[src/rtl/serial_word_tx.sv]
// Parallel-to-serial word transmitter: one-entry holding register feeding an
// MSB-first left shifter, with a per-word completion pulse.
`timescale 1ns/1ps
module serial_word_tx #(
  parameter int unsigned WIDTH = 4
) (
  input  logic             clk,
  input  logic             reset,
  input  logic [WIDTH-1:0] din,
  input  logic             din_valid,
  output logic             din_ready,
  output logic             sout,
  output logic             sout_valid,
  output logic             word_done,
  output logic             busy
);

  typedef enum logic {
    IDLE  = 1'b0,
    SHIFT = 1'b1
  } state_e;

  localparam logic [WIDTH-1:0] LAST_IDX = WIDTH'(WIDTH - 1);

  state_e           state_q, state_d;
  logic             hold_full_q, hold_full_d;
  logic [WIDTH-1:0] hold_q, hold_d;
  logic [WIDTH-1:0] shift_q, shift_d;
  logic [WIDTH-1:0] cnt_q, cnt_d;

  logic accept;
  logic last_bit;
  logic load;

  // din_ready depends only on reset and registered state, never on din_valid.
  assign din_ready = reset & ~hold_full_q;
  assign accept    = din_valid & din_ready;
  assign last_bit  = (state_q == SHIFT) && (cnt_q == '0);
  assign load      = hold_full_q & ((state_q == IDLE) | last_bit);

  assign sout       = (state_q == SHIFT) ? shift_q[WIDTH-1] : 1'b0;
  assign sout_valid = (state_q == SHIFT);
  assign word_done  = last_bit;
  assign busy       = (state_q == SHIFT) | hold_full_q;

  always_ff @(posedge clk) begin
    if (!reset) begin
      state_q     <= IDLE;
      hold_full_q <= 1'b0;
      hold_q      <= '0;
      shift_q     <= '0;
      cnt_q       <= '0;
    end else begin
      state_q     <= state_d;
      hold_full_q <= hold_full_d;
      hold_q      <= hold_d;
      shift_q     <= shift_d;
      cnt_q       <= cnt_d;
    end
  end

  always_comb begin
    state_d = state_q;
    shift_d = shift_q;
    cnt_d   = cnt_q;

    unique case (state_q)
      IDLE: begin
        if (hold_full_q) begin
          state_d = SHIFT;
          shift_d = hold_q;
          cnt_d   = LAST_IDX;
        end
      end
      SHIFT: begin
        if (cnt_q == '0) begin
          // Chain straight into the held word so streaming has no idle bit.
          if (hold_full_q) begin
            shift_d = hold_q;
            cnt_d   = LAST_IDX;
          end else begin
            state_d = IDLE;
            shift_d = '0;
          end
        end else begin
          shift_d = shift_q << 1;
          cnt_d   = cnt_q - WIDTH'(1);
        end
      end
      default: begin
        state_d = IDLE;
        shift_d = '0;
        cnt_d   = '0;
      end
    endcase
  end

  // accept implies the register was empty, so load and accept never coincide.
  always_comb begin
    hold_full_d = hold_full_q;
    hold_d      = hold_q;
    if (load) begin
      hold_full_d = 1'b0;
    end
    if (accept) begin
      hold_full_d = 1'b1;
      hold_d      = din;
    end
  end

endmodule

[config.mk]
export PLATFORM = sky130hd
export DESIGN_NAME = serial_word_tx
export DESIGN_NICKNAME = d
export VERILOG_FILES = /design/src/rtl/serial_word_tx.sv
export SDC_FILE = /design/constraint.sdc
export NUM_CORES = 1
export LEC_CHECK = 0
export ABC_AREA = 1
export BUFFER_PORTS_ARGS = -buffer_cell sky130_fd_sc_hd__buf_2
export CAP_MARGIN = 30
export CORE_UTILIZATION = 48
export CTS_BUF_LIST = sky130_fd_sc_hd__clkbuf_8
export DETAILED_ROUTE_END_ITERATION = 7
export GPL_TIMING_DRIVEN = 0
export PLACE_DENSITY = 0.71
export SETUP_SLACK_MARGIN = 0.4
export SYNTH_ARGS = -nofsm -noshare
export SYNTH_HDL_FRONTEND = slang
export SYNTH_SLANG_ARGS = --single-unit
export TNS_END_PERCENT = 5
[constraint.sdc]
create_clock -name clk -period 1.3 [get_ports clk]
set_input_delay 0.26 -clock clk [delete_from_list [all_inputs] [get_ports clk]]
set_output_delay 0.26 -clock clk [all_outputs]
set_load 0.05 [all_outputs]
==> results of run 1 <==
[tightest hold or removal path, cell delays in order]
cell,delay [ns]
buf_2,0.07
nand2_1,0.05
o31ai_1,0.06
[worst max path at each step]
stage / slack, ns / start / endpoint / cells after the start
2_1_floorplan: 0.15 / cnt_q[0] / word_done / 4
3_3_place_gp: -0.05 / reset / din_ready / 4
3_5_place_dp: -0.06 / reset / din_ready / 4
4_1_cts: -0.04 / cnt_q[0] / word_done / 5
5_1_grt: -0.07 / cnt_q[0] / word_done / 5
6_report: -0.04 / cnt_q[1] / word_done / 5
[where the power goes]
group          internal (mW)  switching (mW)  leakage, nW
clock network          0.210           0.172       0.0269
logic                  0.100           0.132        0.263
registers              0.453          0.0169        0.117
[final cells by class]
class | instances | area (sq um)
Timing Repair Buffer | 17 | 136
Clock inverter | 1 | 3.75
Inverter | 11 | 52.6
Tap cell | 14 | 17.5
Buffer | 2 | 31.3
Clock buffer | 3 | 41.3
Multi-Input combinational cell | 63 | 400
Sequential cell | 14 | 292
Fill cell | 75 | 196
[what timing repair did]
item | CTS | global route
pin swaps | 6 | 7
gates resized for setup | 17 | 20
endpoints found under the setup margin | 19 | 19
buffers inserted | 4 | 2
[routing by layer]
layer / share of wire (%) / wire, um / vias to the layer above
li1: - / - / 332
met1: 43 / 704 / 297
met2: 50 / 822 / 25
met3: 5.2 / 86 / 5
met4: 1.9 / 31 / 0
met5: 0 / 0 / -
[Yosys cell counts]
library cell,number
o31ai_1,3
clkinv_1,1
dfxtp_1,14
o21ai_0,5
inv_2,1
buf_6,2
nand3_1,7
ha_1,1
a21oi_1,9
inv_1,9
nor2_1,16
and3_1,1
nand2_1,20
xor2_1,1
[state kept, by name, summed over array words and instances (netlist names)]
| name | flops |
|---|---|
| cnt_q | 4 |
| hold_full_q | 1 |
| hold_q | 4 |
| shift_q | 4 |
| sout_valid | 1 |
[kinds of logic (layout without fill, tap and decap cells)]
family | Yosys count | after routing | share of synthesized area [%]
XOR/XNOR | 1 | 1 | 1.38
adder cells (fa/ha/maj) | 1 | 1 | 1.97
AO/OA/AOI/OAI | 17 | 17 | 14.6
buffers and inverters | 13 | 34 | 10.1
flip-flops | 14 | 14 | 44.2
AND/OR/NAND/NOR | 44 | 44 | 27.8
==> impl_metrics.toml, run 1 <==
[sta]
layout_min_cycle_time_ns = 1.34
relSlewSlack_pct = 83.7
tightest_slew_ns = 0.245
setup_slack_ns = -0.0412
final_hold_viol_count = 0
rsz0062_at_grt = "true"
setup_violations = 3
max_freq_mhz = 746
setup_tns_ns = -0.0617
finalMaxSlewViolations = 0
skew_ns = 0.00249
hold_ws_ns = 0.218
min_period_over_period_pct = 103

[global_route]
grt_pass1_vias = 554
met3_usage_pct = 5.23
track_usage_pct = 23.5
antenna_found_initial = 0
grt_max_degree = 11
busiest_layer = "met2"
grt_pass1_wl_mm = 2.33
gr-usage-met1_pct = 30.3
grt.overflow.total = 0
use_met2_pct = 36.0

[pwr]
peakVddDrop_mv = 0.943
p_per_area_mw_per_mm2 = 1110
fin_total_pwr_mw = 1.08
p_leak_nw = 0.407

[final_layout]
final_util_pct = 83.2
final_area_sq_um = 975
instances_no_fill = 125
nets = 120
n_antenna_cell = 0
area_delta_synth_final_pct = 53.6
drive_gt1_share_pct = 44.1
final_common_cell = "nand2_1"
layout_common_cells = "nand2_1 (15), nor2_1 (12), dfxtp_1 (9)"

[routing]
wl_per_cell_um = 13.2
drt_iter0_drc = 13
viasPerCell = 5.27
drt-pass1-iter-count = 4
wl_mm = 1.64
vias = 659
antenna_left = 0
drc = 0

[hold_path]
hp-start = "din[3]"
hold_path_depth = 3
hold_end = "hold_q[3]"
hp-class = "in -> reg"

[place]
placed_area_sq_um = 757
dpl_worst_slack_ns = -0.0577
dp_hpwl_um = 886
dpl.cell_count = 115
globalplace.congestion = 0.659
port_buffers = 11

[floorplan]
coreArea_sq_mm = 0.00117
start_util_pct = 54.2
die_y_um = 38.4
io_pins = 12
fp.dieW_um = 38.4
rows = 12
die_area_sq_mm = 0.00147

[clock_tree]
clk_latency_ns = 0.25
clk_pin_slew_ns = 0.06
clock-sinks = 14
htree_levels = 1
cts_root_buffer = "clkbuf_8"
cts_buffers = 3
cts.hold.buffers_added = 0
cts_tree = "yes"
clk_path_buf_depth = 2

[worst_setup_path]
r2r_slack_ns = 0.07
crit_path_top_delay_cell = "dfxtp_2"
path_class = "reg -> out"
crit_fanout = 3
start_kind = "flip-flop"
ff2ff_path_depth = 8
worstPathArrival_ns = 1.08
r2r-start = "cnt_q[1]"
cp_cell_sequence = "inv_2 -> ha_4 -> nand2_4 -> nor2_4 -> buf_8"
cp-end-kind = "output pin"
path_buf_inv = 2
required_ns = 1.04
max_stage_delay_ns = 0.33
cp_top_family = "flip-flops"
r2r-end = "cnt_q[1]"

[logic_synthesis]
synth_area_sq_um = 634
syn_inst = 90
synth_seq_cells = 14
synth_top_area_cell = "dfxtp_1"
postSynthAreaPerCell_sq_um = 7.05
synth_fp_nets = 98
netlist.area_leader.share_pct = 44.2
synth_warnings = 0
synth-seq-area-share_pct = 44.2
synth_area_leaders = "dfxtp_1 (44%), nand2_1 (12%), nor2_1 (9.5%)"
ys_types = 14

[run_status]
status = "finished with violations"
violations = "negative setup slack"

[flow_run]
cap_violations = 0
Note: power is estimated with default switching activity, not from simulation.
==> run 2, diff against run 1 <==
--- a/config.mk
+++ b/config.mk
@@ -12,6 +12,7 @@
 export CTS_BUF_LIST = sky130_fd_sc_hd__clkbuf_8
 export DETAILED_ROUTE_END_ITERATION = 7
 export GPL_TIMING_DRIVEN = 0
+export MAX_ROUTING_LAYER = met4
 export PLACE_DENSITY = 0.71
 export SETUP_SLACK_MARGIN = 0.4
 export SYNTH_ARGS = -nofsm -noshare
==> run 2 against run 1 <==
The flow still finishes with violations (negative setup slack). First-iteration DRC count rose by 23%. Cell count did not move. Utilization did not move. Setup slack got worse by 0.0018 ns. Critical endpoint unchanged. Largest cell class unchanged.
==> impl_metrics.toml, run 2 (synthesis gave the netlist of run 1 again) <==
[run_status]
status = "finished with violations"
violations = "negative setup slack"

[sta]
finalMaxSlewViolations = 0
skew_ns = 0.00269
setup_violations = 3
layout_min_cycle_time_ns = 1.34
setup_tns_ns = -0.0670
max_freq_mhz = 745
final_hold_viol_count = 0
rsz0062_at_grt = "true"
setup_slack_ns = -0.0430
relSlewSlack_pct = 83.7
min_period_over_period_pct = 103
hold_ws_ns = 0.220
tightest_slew_ns = 0.246

[clock_tree]
htree_levels = 1
clk_path_buf_depth = 2
clk_latency_ns = 0.25
clk_pin_slew_ns = 0.06
cts_tree = "yes"
cts_root_buffer = "clkbuf_8"
cts_buffers = 3
clock-sinks = 14

[worst_setup_path]
cp_cell_sequence = "inv_2 -> ha_4 -> nand2_4 -> nor2_4 -> buf_8"
path_class = "reg -> out"
max_stage_delay_ns = 0.33
r2r-start = "cnt_q[1]"
crit_fanout = 3
path_buf_inv = 2
crit_path_top_delay_cell = "dfxtp_2"
required_ns = 1.04
r2r_slack_ns = 0.07
cp_top_family = "flip-flops"
ff2ff_path_depth = 8
worstPathArrival_ns = 1.08
r2r-end = "cnt_q[1]"
start_kind = "flip-flop"
cp-end-kind = "output pin"

[hold_path]
hold_end = "hold_q[3]"
hp-start = "din[3]"
hold_path_depth = 3
hp-class = "in -> reg"

[routing]
drt-pass1-iter-count = 4
wl_per_cell_um = 13.2
drt_iter0_drc = 16
wl_mm = 1.65
viasPerCell = 5.31
drc = 0
antenna_left = 0
vias = 664

[pwr]
switching_share_pct = 29.8
p_int_uw = 763
power.share.clock_pct = 35.3
p_sw_uw = 324
p_leak_nw = 0.407
power_frac_comb_pct = 21.4
fin_total_pwr_mw = 1.09
p_per_area_mw_per_mm2 = 1110
pwr-share-seq_pct = 43.2
peakVddDrop_mv = 0.947

[global_route]
grt.overflow.total = 0
grt_max_degree = 11
antenna_found_initial = 0
grt_pass1_wl_mm = 2.33
grt_pass1_vias = 558
track_usage_pct = 24.1

[final_layout]
layout_common_cells = "nand2_1 (15), nor2_1 (12), dfxtp_1 (9)"
n_antenna_cell = 0
drive_gt1_share_pct = 44.1
area_delta_synth_final_pct = 53.6
final_common_cell = "nand2_1"
top_regs = "cnt_q (4), hold_q (4), shift_q (4)"
instances_no_fill = 125
nets = 120

[place]
dpl.cell_count = 115
globalplace.congestion = 0.665
port_buffers = 11
dp_hpwl_um = 886

[floorplan]
io_pins = 12
die_area_sq_mm = 0.00147
rows = 12
die_y_um = 38.4
coreArea_sq_mm = 0.00117
start_util_pct = 54.2
fp.dieW_um = 38.4

[flow_run]
cap_violations = 0
run 2: tightest hold or removal path, stage by stage:
cell     delay [ns]
buf_2          0.07
nand2_1        0.05
o31ai_1        0.06
run 2: worst max-delay path by stage:
| stage | slack, ns | start | end | depth (start not counted) |
|---|---|---|---|---|
| floorplan | 0.15 | cnt_q[0] | word_done | 4 |
| global placement | -0.05 | reset | din_ready | 4 |
| detailed placement | -0.06 | reset | din_ready | 4 |
| CTS | -0.04 | cnt_q[0] | word_done | 5 |
| global route | -0.07 | cnt_q[0] | word_done | 5 |
| finish | -0.04 | cnt_q[1] | word_done | 5 |
run 2: power groups by stage:
| stage | Sequential [mW] | Combinational, mW | Clock, mW |
|---|---|---|---|
| floorplan | 0.478 | 0.124 | 0 |
| global placement | 0.475 | 0.158 | 0 |
| detailed placement | 0.476 | 0.162 | 0 |
| CTS | 0.467 | 0.191 | 0.376 |
| global route | 0.472 | 0.251 | 0.404 |
| finish | 0.470 | 0.233 | 0.384 |
run 2: metal layers:
| layer | global-route usage, % | part of all wire, % |
|---|---|---|
| met1 | 30.3 | 45 |
| met2 | 36.0 | 50 |
| met4 | 12.9 | 1.9 |
| met5 | - | 0 |
| met3 | 5.23 | 3.5 |
run 2: area by class of cell:
| type | count | area, sq um |
|---|---|---|
| timing repair buffer | 17 | 136 |
| multi-input combinational | 63 | 400 |
| fill | 75 | 196 |
| clock buffer | 3 | 41.3 |
| clock inverter | 1 | 3.75 |
| buffer | 2 | 31.3 |
| tap | 14 | 17.5 |
| sequential | 14 | 292 |
| inverter | 11 | 52.6 |
run 2: what timing repair did:
item,CTS,global route
endpoints found under the setup margin,19,19
hold buffers,0,0
pin swaps,6,7
resized for setup,17,20
buffers inserted,4,2
run 2: through the flow:
step / util (%) / cell area (sq um) / setup slack (ns)
floorplan: - / 684 / 0.150
global placement: 64.6 / 757 / -0.0478
detailed placement: 64.6 / 757 / -0.0577
CTS: 75.4 / 883 / -0.0441
global route: 83.2 / 975 / -0.0724
finish: 83.2 / 975 / -0.0430
